`src/rtl/mult_div_pkg.sv`:
```
// -----------------------------------------------------------------------------
// mult_div_pkg
// Shared definitions for the MIPS mult/div sequencer:
//   - MD_WIDTH / MD_CNT_W : default operand width and iteration counter width
//   - md_state_e          : sequencer FSM states
//   - cond_neg / cond_neg2: conditional two's-complement negate, used both to
//                           take operand magnitudes and to sign-correct results
// The helpers are sized by MD_WIDTH, so the sequencer's WIDTH must equal it.
// -----------------------------------------------------------------------------
package mult_div_pkg;

  localparam int MD_WIDTH = 32;
  localparam int MD_CNT_W = 6;

  typedef enum logic [2:0] {
    IDLE   = 3'd0,
    MULT   = 3'd1,
    DIV    = 3'd2,
    FINISH = 3'd3,
    DZERO  = 3'd4
  } md_state_e;

  // Single-width negate: magnitude of a signed operand, or quotient/remainder fix-up.
  function automatic logic [MD_WIDTH-1:0] cond_neg(input logic [MD_WIDTH-1:0] v,
                                                   input logic               neg);
    if (neg) begin
      cond_neg = ~v + {{(MD_WIDTH-1){1'b0}}, 1'b1};
    end else begin
      cond_neg = v;
    end
  endfunction

  // Double-width negate for the full product.
  function automatic logic [2*MD_WIDTH-1:0] cond_neg2(input logic [2*MD_WIDTH-1:0] v,
                                                      input logic                 neg);
    if (neg) begin
      cond_neg2 = ~v + {{(2*MD_WIDTH-1){1'b0}}, 1'b1};
    end else begin
      cond_neg2 = v;
    end
  endfunction

endpackage

```
`src/rtl/mult_div_sequencer_if.sv`:
```
// -----------------------------------------------------------------------------
// mult_div_sequencer_if
// Request/result bundle between the main control FSM (master) and the
// mult/div sequencer (slave).
//   start_mult, start_div : one-cycle operation requests
//   op_a, op_b            : rs / rt operands, sampled in the start cycle
//   busy, done, div_zero  : status (done and div_zero are one-cycle pulses)
//   hi, lo                : HI / LO architectural registers
// -----------------------------------------------------------------------------
interface mult_div_sequencer_if import mult_div_pkg::*; #(
  parameter int WIDTH = MD_WIDTH
);
  logic             start_mult;
  logic             start_div;
  logic [WIDTH-1:0] op_a;
  logic [WIDTH-1:0] op_b;
  logic             busy;
  logic             done;
  logic             div_zero;
  logic [WIDTH-1:0] hi;
  logic [WIDTH-1:0] lo;

  modport master (
    output start_mult, start_div, op_a, op_b,
    input  busy, done, div_zero, hi, lo
  );

  modport slave (
    input  start_mult, start_div, op_a, op_b,
    output busy, done, div_zero, hi, lo
  );
endinterface

```
`src/rtl/mult_div_step.sv`:
```
// -----------------------------------------------------------------------------
// mult_div_step
// Purely combinational single radix-2 iteration on unsigned magnitudes.
//   is_div = 0 (shift-add multiply):
//     acc_i : running product, opa_i : multiplicand shifted left by the
//     iteration index, opb_i : multiplier bits not yet consumed.
//   is_div = 1 (restoring divide):
//     acc_i = {remainder, dividend/quotient shift register}, opa_i[W-1:0] :
//     divisor, opb_i : unused and passed through.
//   acc_o, opa_o, opb_o : state for the next iteration.
// -----------------------------------------------------------------------------
module mult_div_step import mult_div_pkg::*; #(
  parameter int WIDTH = MD_WIDTH
) (
  input  logic               is_div,
  input  logic [2*WIDTH-1:0] acc_i,
  input  logic [2*WIDTH-1:0] opa_i,
  input  logic [WIDTH-1:0]   opb_i,
  output logic [2*WIDTH-1:0] acc_o,
  output logic [2*WIDTH-1:0] opa_o,
  output logic [WIDTH-1:0]   opb_o
);

  logic [WIDTH:0] partial_s;
  logic [WIDTH:0] diff_s;

  // One multiply or divide iteration.
  always_comb begin
    // Remainder stays below the divisor, so partial < 2*divisor and diff[WIDTH]
    // is exactly the borrow of the trial subtraction.
    partial_s = {acc_i[2*WIDTH-1:WIDTH], acc_i[WIDTH-1]};
    diff_s    = partial_s - {1'b0, opa_i[WIDTH-1:0]};
    acc_o     = acc_i;
    opa_o     = opa_i;
    opb_o     = opb_i;
    if (is_div) begin
      if (!diff_s[WIDTH]) begin
        acc_o = {diff_s[WIDTH-1:0], acc_i[WIDTH-2:0], 1'b1};
      end else begin
        acc_o = {partial_s[WIDTH-1:0], acc_i[WIDTH-2:0], 1'b0};
      end
    end else begin
      if (opb_i[0]) begin
        acc_o = acc_i + opa_i;
      end else begin
        acc_o = acc_i;
      end
      opa_o = {opa_i[2*WIDTH-2:0], 1'b0};
      opb_o = {1'b0, opb_i[WIDTH-1:1]};
    end
  end

endmodule

```
`src/rtl/mult_div_sequencer.sv`:
```
// -----------------------------------------------------------------------------
// mult_div_sequencer
// Multicycle sequencer and iterative datapath for MIPS signed mult/div. Owns
// HI/LO and runs one radix-2 iteration per clock via mult_div_step.
// Ports:
//   clock : rising-edge clock
//   reset : synchronous, active-high; aborts any operation and clears HI/LO
//   bus   : mult_div_sequencer_if.slave (requests, operands, status, HI/LO)
// Build option:
//   MULT_DIV_EARLY_EXIT_EN : multiply finishes as soon as the remaining
//                            multiplier bits are all zero. Results unchanged.
// -----------------------------------------------------------------------------
module mult_div_sequencer import mult_div_pkg::*; #(
  parameter int WIDTH = MD_WIDTH,
  parameter int CNT_W = MD_CNT_W
) (
  input logic                  clock,
  input logic                  reset,
  mult_div_sequencer_if.slave  bus
);

  md_state_e          state_q, state_d;
  logic [CNT_W-1:0]   cnt_q, cnt_d;
  logic [2*WIDTH-1:0] acc_q, acc_d;
  logic [2*WIDTH-1:0] opa_q, opa_d;
  logic [WIDTH-1:0]   opb_q, opb_d;
  logic               is_div_q, is_div_d;
  logic               neg_lo_q, neg_lo_d;   // product / quotient sign
  logic               neg_hi_q, neg_hi_d;   // remainder sign
  logic [WIDTH-1:0]   hi_q, hi_d;
  logic [WIDTH-1:0]   lo_q, lo_d;
  logic               busy_q, busy_d;
  logic               done_q, done_d;
  logic               dz_q, dz_d;

  logic [2*WIDTH-1:0] step_acc_s;
  logic [2*WIDTH-1:0] step_opa_s;
  logic [WIDTH-1:0]   step_opb_s;
  logic [WIDTH-1:0]   abs_a_s;
  logic [WIDTH-1:0]   abs_b_s;
  logic [2*WIDTH-1:0] prod_s;
  logic               last_iter_s;
  logic               mult_last_s;

  mult_div_step #(.WIDTH(WIDTH)) u_step (
    .is_div (is_div_q),
    .acc_i  (acc_q),
    .opa_i  (opa_q),
    .opb_i  (opb_q),
    .acc_o  (step_acc_s),
    .opa_o  (step_opa_s),
    .opb_o  (step_opb_s)
  );

  // Next-state, datapath update and registered-output decode.
  always_comb begin
    state_d  = state_q;
    cnt_d    = cnt_q;
    acc_d    = acc_q;
    opa_d    = opa_q;
    opb_d    = opb_q;
    is_div_d = is_div_q;
    neg_lo_d = neg_lo_q;
    neg_hi_d = neg_hi_q;
    hi_d     = hi_q;
    lo_d     = lo_q;
    abs_a_s  = cond_neg(bus.op_a, bus.op_a[WIDTH-1]);
    abs_b_s  = cond_neg(bus.op_b, bus.op_b[WIDTH-1]);
    prod_s   = cond_neg2(acc_q, neg_lo_q);
    last_iter_s = (cnt_q == CNT_W'(WIDTH-1));
`ifdef MULT_DIV_EARLY_EXIT_EN
    mult_last_s = last_iter_s || (step_opb_s == {WIDTH{1'b0}});
`else
    mult_last_s = last_iter_s;
`endif

    case (state_q)
      IDLE: begin
        // Multiply has priority over a simultaneous divide request.
        if (bus.start_mult) begin
          state_d  = MULT;
          cnt_d    = {CNT_W{1'b0}};
          acc_d    = {(2*WIDTH){1'b0}};
          opa_d    = {{WIDTH{1'b0}}, abs_a_s};
          opb_d    = abs_b_s;
          is_div_d = 1'b0;
          neg_lo_d = bus.op_a[WIDTH-1] ^ bus.op_b[WIDTH-1];
          neg_hi_d = bus.op_a[WIDTH-1];
        end else if (bus.start_div) begin
          if (bus.op_b != {WIDTH{1'b0}}) begin
            state_d  = DIV;
            cnt_d    = {CNT_W{1'b0}};
            acc_d    = {{WIDTH{1'b0}}, abs_a_s};
            opa_d    = {{WIDTH{1'b0}}, abs_b_s};
            opb_d    = {WIDTH{1'b0}};
            is_div_d = 1'b1;
            neg_lo_d = bus.op_a[WIDTH-1] ^ bus.op_b[WIDTH-1];
            neg_hi_d = bus.op_a[WIDTH-1];
          end else begin
            state_d = DZERO;
          end
        end else begin
          state_d = IDLE;
        end
      end
      MULT, DIV: begin
        acc_d = step_acc_s;
        opa_d = step_opa_s;
        opb_d = step_opb_s;
        cnt_d = cnt_q + {{(CNT_W-1){1'b0}}, 1'b1};
        if ((state_q == MULT) ? mult_last_s : last_iter_s) begin
          state_d = FINISH;
        end else begin
          state_d = state_q;
        end
      end
      FINISH: begin
        state_d = IDLE;
        if (is_div_q) begin
          lo_d = cond_neg(acc_q[WIDTH-1:0], neg_lo_q);
          hi_d = cond_neg(acc_q[2*WIDTH-1:WIDTH], neg_hi_q);
        end else begin
          lo_d = prod_s[WIDTH-1:0];
          hi_d = prod_s[2*WIDTH-1:WIDTH];
        end
      end
      DZERO: begin
        state_d = IDLE;
      end
      default: begin
        state_d = IDLE;
      end
    endcase

    busy_d = (state_d != IDLE);
    done_d = (state_d == FINISH) || (state_d == DZERO);
    dz_d   = (state_d == DZERO);
  end

  // State, datapath and output registers with synchronous reset.
  always_ff @(posedge clock) begin
    if (reset) begin
      state_q  <= IDLE;
      cnt_q    <= {CNT_W{1'b0}};
      acc_q    <= {(2*WIDTH){1'b0}};
      opa_q    <= {(2*WIDTH){1'b0}};
      opb_q    <= {WIDTH{1'b0}};
      is_div_q <= 1'b0;
      neg_lo_q <= 1'b0;
      neg_hi_q <= 1'b0;
      hi_q     <= {WIDTH{1'b0}};
      lo_q     <= {WIDTH{1'b0}};
      busy_q   <= 1'b0;
      done_q   <= 1'b0;
      dz_q     <= 1'b0;
    end else begin
      state_q  <= state_d;
      cnt_q    <= cnt_d;
      acc_q    <= acc_d;
      opa_q    <= opa_d;
      opb_q    <= opb_d;
      is_div_q <= is_div_d;
      neg_lo_q <= neg_lo_d;
      neg_hi_q <= neg_hi_d;
      hi_q     <= hi_d;
      lo_q     <= lo_d;
      busy_q   <= busy_d;
      done_q   <= done_d;
      dz_q     <= dz_d;
    end
  end

  assign bus.busy     = busy_q;
  assign bus.done     = done_q;
  assign bus.div_zero = dz_q;
  assign bus.hi       = hi_q;
  assign bus.lo       = lo_q;

endmodule

```
`src/flat_wrapper.sv`:
```
// flat-port wrapper written by rule: the top's interface ports become plain ports
module mult_div_sequencer_flat import mult_div_pkg::*;
#(
  parameter int WIDTH = MD_WIDTH,
  parameter int CNT_W = MD_CNT_W
)
  (clock, reset, bus_start_mult, bus_start_div, bus_op_a, bus_op_b, bus_busy, bus_done, bus_div_zero, bus_hi, bus_lo);
  mult_div_sequencer_if #(.WIDTH(WIDTH)) bus_i ();
  input logic clock;
  input logic reset;
  input wire logic [$bits(bus_i.start_mult)-1:0] bus_start_mult;
  input wire logic [$bits(bus_i.start_div)-1:0] bus_start_div;
  input wire logic [$bits(bus_i.op_a)-1:0] bus_op_a;
  input wire logic [$bits(bus_i.op_b)-1:0] bus_op_b;
  output wire logic [$bits(bus_i.busy)-1:0] bus_busy;
  output wire logic [$bits(bus_i.done)-1:0] bus_done;
  output wire logic [$bits(bus_i.div_zero)-1:0] bus_div_zero;
  output wire logic [$bits(bus_i.hi)-1:0] bus_hi;
  output wire logic [$bits(bus_i.lo)-1:0] bus_lo;
  assign bus_i.start_mult = bus_start_mult;
  assign bus_i.start_div = bus_start_div;
  assign bus_i.op_a = bus_op_a;
  assign bus_i.op_b = bus_op_b;
  assign bus_busy = bus_i.busy;
  assign bus_done = bus_i.done;
  assign bus_div_zero = bus_i.div_zero;
  assign bus_hi = bus_i.hi;
  assign bus_lo = bus_i.lo;
  mult_div_sequencer #(.WIDTH(WIDTH), .CNT_W(CNT_W)) u_core (.clock(clock), .reset(reset), .bus(bus_i));
endmodule
```
`config.mk`:
```
export PLATFORM = sky130hd
export DESIGN_NAME = mult_div_sequencer_flat
export DESIGN_NICKNAME = d
export VERILOG_FILES = /design/src/rtl/mult_div_pkg.sv /design/src/rtl/mult_div_sequencer_if.sv /design/src/rtl/mult_div_step.sv /design/src/rtl/mult_div_sequencer.sv /design/src/flat_wrapper.sv
export SDC_FILE = /design/constraint.sdc
export NUM_CORES = 1
export LEC_CHECK = 0
export BUFFER_PORTS_ARGS = -buffer_cell sky130_fd_sc_hd__buf_2
export CAP_MARGIN = 10
export CORE_UTILIZATION = 25
export CTS_BUF_LIST = sky130_fd_sc_hd__clkbuf_8 sky130_fd_sc_hd__clkbuf_16
export DETAILED_ROUTE_END_ITERATION = 10
export GPL_ROUTABILITY_DRIVEN = 0
export SYNTH_ARGS = -nofsm -noshare
export SYNTH_HDL_FRONTEND = slang
export SYNTH_SLANG_ARGS = --single-unit
```
`constraint.sdc`:
```
create_clock -name clock -period 4.65 [get_ports clock]
set_input_delay 0.6975 -clock clock [delete_from_list [all_inputs] [get_ports clock]]
set_output_delay 0.6975 -clock clock [all_outputs]
set_load 0.01 [all_outputs]
```
==> run metrics, run 1 <==
initial antenna violation count 20; Iter 0 DRT Violations 1512; worst setup margin 428 ps; outcome finished clean; vias in the first global route 17700; HPWL Detailed 53100 µm; synth top area cells dfxtp_1 25%, ha_1 6.7%, a21oi_1 6.0%; Mapped Area 18800 µm²; worst clock skew 13.9 ps; remaining global-route overflow 0; Rel. slew slack 24.8%; CP Launch Type flip-flop; Setup TNS Final 0 ps; Post-synth ARST share 0%; CTS buffer count 31; die width 276 µm; Mapped Nets 2686; clock buffer depth 3; CTS tree yes; Seq. cell area 4790 µm²; Avg WL per Cell 19.2 µm; hold_buf cts 0; clock latency on the worst-skew pair 580 ps; drt via density 5.38; kind of critical path flip-flop to flip-flop; Max Slew Vio Count 0; Tmin final 4220 ps; end of the critical path u_core.acc_q[39]$_SDFFE_PP0P_; Root Buffer clkbuf_16; most common cell in the netlist nand2_1; antenna viol nets, final 0; fillcell total 8186; Vias 19200; GRT Util Overall 17.4%; crit end category flip-flop; r2r setup slk 430 ps; max-cap violation count 0; worst r2r src u_core.acc_q[31]$_SDFFE_PP0P_; Yosys Warn Count 0; synthesized flop and latch total 239; syn_area_per_cell 7.46 µm²; Clock Sinks 239; top cell type's share of synthesized area 25.5%; Final Hold Violating Endpoints 0; worst slew pin tran 1130 ps; drt drc 0; commonest cells in the synthesized netlist 286 x nand2_1, 254 x nor2_1, 239 x dfxtp_1; largest net degree at the start of global routing 93; # IOs 135; crit-path max cell delay 760 ps; chip height 276 µm; Worst EP arrival 4630 ps; fin util 29.0%; share of cells above drive strength 1 11.4%; First-pass DRT Iterations 6; PortBufs 134; Core Area 74300 µm²; Final Setup Violations 0; Clock Pin Slew Worst Setup and Hold Paths 60 ps; Reg2Reg Depth 13; crit path launch u_core.acc_q[31]$_SDFFE_PP0P_; leakage power 0.00859 µW; RSZ-0062 raised after global routing no; H-tree lvl count 1; synth-to-layout area growth 14.8%; Syn Inst Count 2516; final net count 2744; post_cts resized 0; period utilization 90.8%; most area-hungry cell type in the Yosys netlist dfxtp_1; drt total wl 68700 µm; Setup Fix Bufs, Post-CTS 0; Initial Utilization 25.3%; post-synthesis sequential area ratio 25.5%; first-pass GRT wire length 106000 µm; RR Endpoint u_core.acc_q[39]$_SDFFE_PP0P_; EDFF count, synth 0; footprint of the multi-input gates 13100 µm²; Place WS 413 ps; row count 100; Pwr Density 451 nW/µm²; CP Max Fanout 28; CP Cell Sequence inv_1, ha_1, fa_1, nor2b_1, o31ai_1, a211o_1, a2111oi_0, o2111ai_1, o211ai_1, buf_4, mux2_2, a221oi_2, a21oi_1; worst vdd ir 0.323 mV; Synth Flop Type dfxtp_1; total chip power 9720 µW; CP required 5060 ps; slowest CP cell a2111oi_0; Synth cell types 80; worst hold path type flip-flop to flip-flop; fmax 237 MHz; die area 76200 µm²
logic make-up (layout without fill, tap and decap cells):
kind of cell               Yosys count  count (layout)  synth area share, %
muxes                               52              52                 2.85
DFF                                239             239                 25.5
AOI/OAI and AO/OA                  786             786                 27.7
adders and majority gates          102             102                 6.88
and+or+nand+nor                    907             907                 22.8
other                                0               6                    0
xor gates and xnor gates           201             201                 9.38
buffers and inverters              229             311                 4.92
state kept, by name (all words and copies together), names as in the netlist:
signal and flops:
u_core.neg_hi_q 1, u_core.bus.div_zero 1, u_core.bus.done 1, u_core.bus.lo 32, u_core.cnt_q 6, u_core.acc_q 64
u_core.bus.busy 1, u_core.opb_q 32, u_core.opa_q 64, u_core.is_div_q 1, u_core.bus.hi 32, u_core.state_q 3
u_core.neg_lo_q 1
worst min path at each step:
stage,startpoint,end,cells past startpoint
floorplan,u_core.opb_q[31]$_SDFFE_PP0P_,u_core.opb_q[31]$_SDFFE_PP0P_,2
global placement,u_core.bus.hi[31]$_SDFFE_PP0N_,u_core.bus.hi[31]$_SDFFE_PP0N_,2
detailed placement,u_core.bus.hi[24]$_SDFFE_PP0N_,u_core.bus.hi[24]$_SDFFE_PP0N_,2
CTS,u_core.bus.hi[24]$_SDFFE_PP0N_,u_core.bus.hi[24]$_SDFFE_PP0N_,2
global route,u_core.bus.lo[0]$_SDFFE_PP0N_,u_core.bus.lo[0]$_SDFFE_PP0N_,2
finish,u_core.bus.hi[9]$_SDFFE_PP0N_,u_core.bus.hi[9]$_SDFFE_PP0N_,2
critical path: cells and delay by family (launching register included):
kind                       cells  cell delay (ps)
buffers and inverters          2              520
DFF                            1              390
muxes                          1              390
adders and majority gates      2              630
AOI/OAI and AO/OA              7             1910
and+or+nand+nor                1              180
cell type report:
cell class              count  area share [%]
clock buffers              38            4.05
well taps                 969            5.63
diodes                      6          0.0697
flip-flops and latches    239            22.2
multi-input cells        2048            60.8
clock inverters            19           0.923
repair buffers            193            5.30
inverters                  61            1.06
layout by cell type (no fill, tap or decap), drive strengths merged, types with 29 or more instances in the layout:
master / Yosys / layout
xor2: 123 / 123
or3: 29 / 29
a21o: 46 / 46
o31ai: 30 / 30
xnor2: 78 / 78
clkbuf: 133 / 38
buf: 35 / 193
ha: 100 / 100
nand3: 74 / 74
a21oi: 225 / 225
dfxtp: 239 / 239
nor2: 256 / 256
nor3: 77 / 77
mux2i: 41 / 41
nand2: 288 / 288
o21ai: 147 / 147
inv: 61 / 72
a211oi: 120 / 120
where the power goes:
part	total (µW)	switching, µW	internal [µW]
Combinational	4460	2870	1580
Clock	2510	971	1540
Sequential	2750	386	2370
Total	9720	4230	5480
through the flow:
step | hold slack, ps | instance area, µm² | instances
after floorplan | 432 | 18800 | 2516
after global placement | 437 | 20500 | 3509
after detailed placement | 444 | 20500 | 3509
after CTS | 452 | 21500 | 3566
after global routing | 470 | 21600 | 3572
final | 448 | 21600 | 3573
layer usage:
layer	wire length (µm)	vias up	global-route usage [%]
met5	145	-	0
met4	1950	24	5.17
met3	5570	134	3.28
met2	29600	727	26.9
met1	31500	8980	24.3
li1	-	9363	-
(Power assumes the default switching activity.)
==> run 2: changes to the inputs <==
--- a/config.mk
+++ b/config.mk
@@ -6,7 +6,8 @@
 export NUM_CORES = 1
 export LEC_CHECK = 0
 export BUFFER_PORTS_ARGS = -buffer_cell sky130_fd_sc_hd__buf_2
-export CAP_MARGIN = 10
+export CAP_MARGIN = 20
+export CORE_ASPECT_RATIO = 1.4
 export CORE_UTILIZATION = 25
 export CTS_BUF_LIST = sky130_fd_sc_hd__clkbuf_8 sky130_fd_sc_hd__clkbuf_16
 export DETAILED_ROUTE_END_ITERATION = 10
==> run 2 against run 1 <==
Net effect:
- the run now ends with DRC left
- sequential power about the same
- first-iteration DRC count down 0.53%
- clock power down 7%
- non-clock buffer count up 21
- critical path type unchanged
- highest routed layer is now met4
==> run metrics, run 2 (synthesis gave the netlist of run 1 again) <==
worst slew pin tran 1100 ps; chip height 326 µm; PortBufs 134; slowest CP cell dfxtp_1; Pwr Density 447 nW/µm²; worst hold path type flip-flop to flip-flop; Core Area 74100 µm²; antenna cells 0; share of cells above drive strength 1 12.0%; initial antenna violation count 0; fin area 21600 µm²; worst clock skew 27.7 ps; CP Max Fanout 34; Setup TNS Final 0 ps; final net count 2760; first-pass GRT wire length 108000 µm; hold_buf cts 0; Seq pwr share 28.2%; Vias 19300; most common cell after layout, fill and taps aside nand2_1; post_cts resized 0; vias in the first global route 18200; synth-to-layout area growth 14.9%; clock buffer depth 3; antenna viol nets, final 0; die width 234 µm; period utilization 92.6%; Root Buffer clkbuf_16; max-cap violation count 0; RSZ-0062 raised after global routing no; Final Setup Violations 0; Iter 0 DRT Violations 1504; Max Slew Vio Count 0; biggest regs u_core.acc_q x64, u_core.opa_q x64; Avg WL per Cell 20.2 µm; failing checks DRC; largest net degree at the start of global routing 99; crit-path max cell delay 550 ps; Initial Utilization 25.3%; Rel. slew slack 26.9%; crit end category flip-flop; drt drc 2; outcome finished with violations; worst vdd ir 0.374 mV; combinational share of power 47.6%; clock latency on the worst-skew pair 570 ps; CP Launch Type flip-flop; fmax 232 MHz; Tmin final 4310 ps; remaining global-route overflow 0; Worst EP arrival 4770 ps; drt via density 5.40; First-pass DRT Iterations 10; drt total wl 71900 µm; Setup Fix Bufs, Post-CTS 0; CTS tree yes; CTS buffer count 26; HPWL Detailed 56600 µm; Clk network pwr share 24.3%; # IOs 135; CP required 5110 ps; switching power share of the total 44.4%; die area 76200 µm²; row count 118; leakage power 0.00862 µW; kind of critical path flip-flop to flip-flop; NetSw 4280 µW; CP Cell Sequence inv_1, ha_1, fa_1, nor2b_1, o31ai_1, a211o_1, a2111oi_0, buf_4, o2111ai_1, o211ai_1, buf_12, nor2_1, a21oi_1, mux2i_1, o41ai_1; Final Hold Violating Endpoints 0; Clock Pin Slew Worst Setup and Hold Paths 70 ps; Clock Sinks 239; P_int 5360 µW; Cell Area, Placed 20600 µm²; most frequent cells in the layout 285 x nand2_1, 252 x nor2_1, 238 x dfxtp_1; GRT Util Overall 18.2%; H-tree lvl count 1
run 2: cell type report:
type	count	area, µm²
clock buffer	29	703
inverter	61	229
timing repair buffer	214	1320
fill	8148	52500
sequential	239	4790
multi-input combinational	2048	13100
clock inverter	18	238
tap	960	1200
run 2: worst max-delay path: cells and delay by family, from the launching register on:
kind	cells	cell delay, ps
simple gates	2	250
buf+inv	3	700
flops	1	550
compound gates	7	1850
fa+ha+maj	2	670
mux	1	140
run 2: through the flow:
step / hold WS [ps] / util (%) / cells / power, µW / setup slack (ps)
after CTS: 451 / 29.1 / 3568 / 9600 / 478
final: 447 / 29.1 / 3569 / 9640 / 342
after global placement: 437 / 27.8 / 3521 / 7230 / 474
after global routing: 470 / 29.1 / 3569 / 10200 / 150
after detailed placement: 443 / 27.8 / 3521 / 7250 / 478
after floorplan: 432 / - / 2516 / 5830 / 1130
run 2: power groups by stage:
stage | combinational, µW | sequential [µW] | clock, µW
after floorplan | 3170 | 2660 | 0
after global placement | 4480 | 2750 | 0
after detailed placement | 4500 | 2750 | 0
after CTS | 4530 | 2700 | 2370
after global routing | 5010 | 2740 | 2440
final | 4580 | 2720 | 2340
run 2: final timing paths:
check,startpoint,to,slack (ps),cells past startpoint
max,u_core.acc_q[31]$_SDFFE_PP0P_,u_core.acc_q[33]$_SDFFE_PP0P_,340,15
min,u_core.bus.hi[16]$_SDFFE_PP0N_,u_core.bus.hi[16]$_SDFFE_PP0N_,450,2
max reg2reg,u_core.acc_q[31]$_SDFFE_PP0P_,u_core.acc_q[33]$_SDFFE_PP0P_,340,15
min reg2reg,u_core.bus.hi[16]$_SDFFE_PP0N_,u_core.bus.hi[16]$_SDFFE_PP0N_,450,2
run 2: per-layer routing:
metal | vias up | track usage (%) | wire, µm
met2 | 656 | 32.2 | 35700
met5 | - | 0 | 0
met3 | 235 | 1.88 | 3160
li1 | 9360 | - | -
met4 | 0 | 13.7 | 6070
met1 | 9021 | 19.9 | 27000
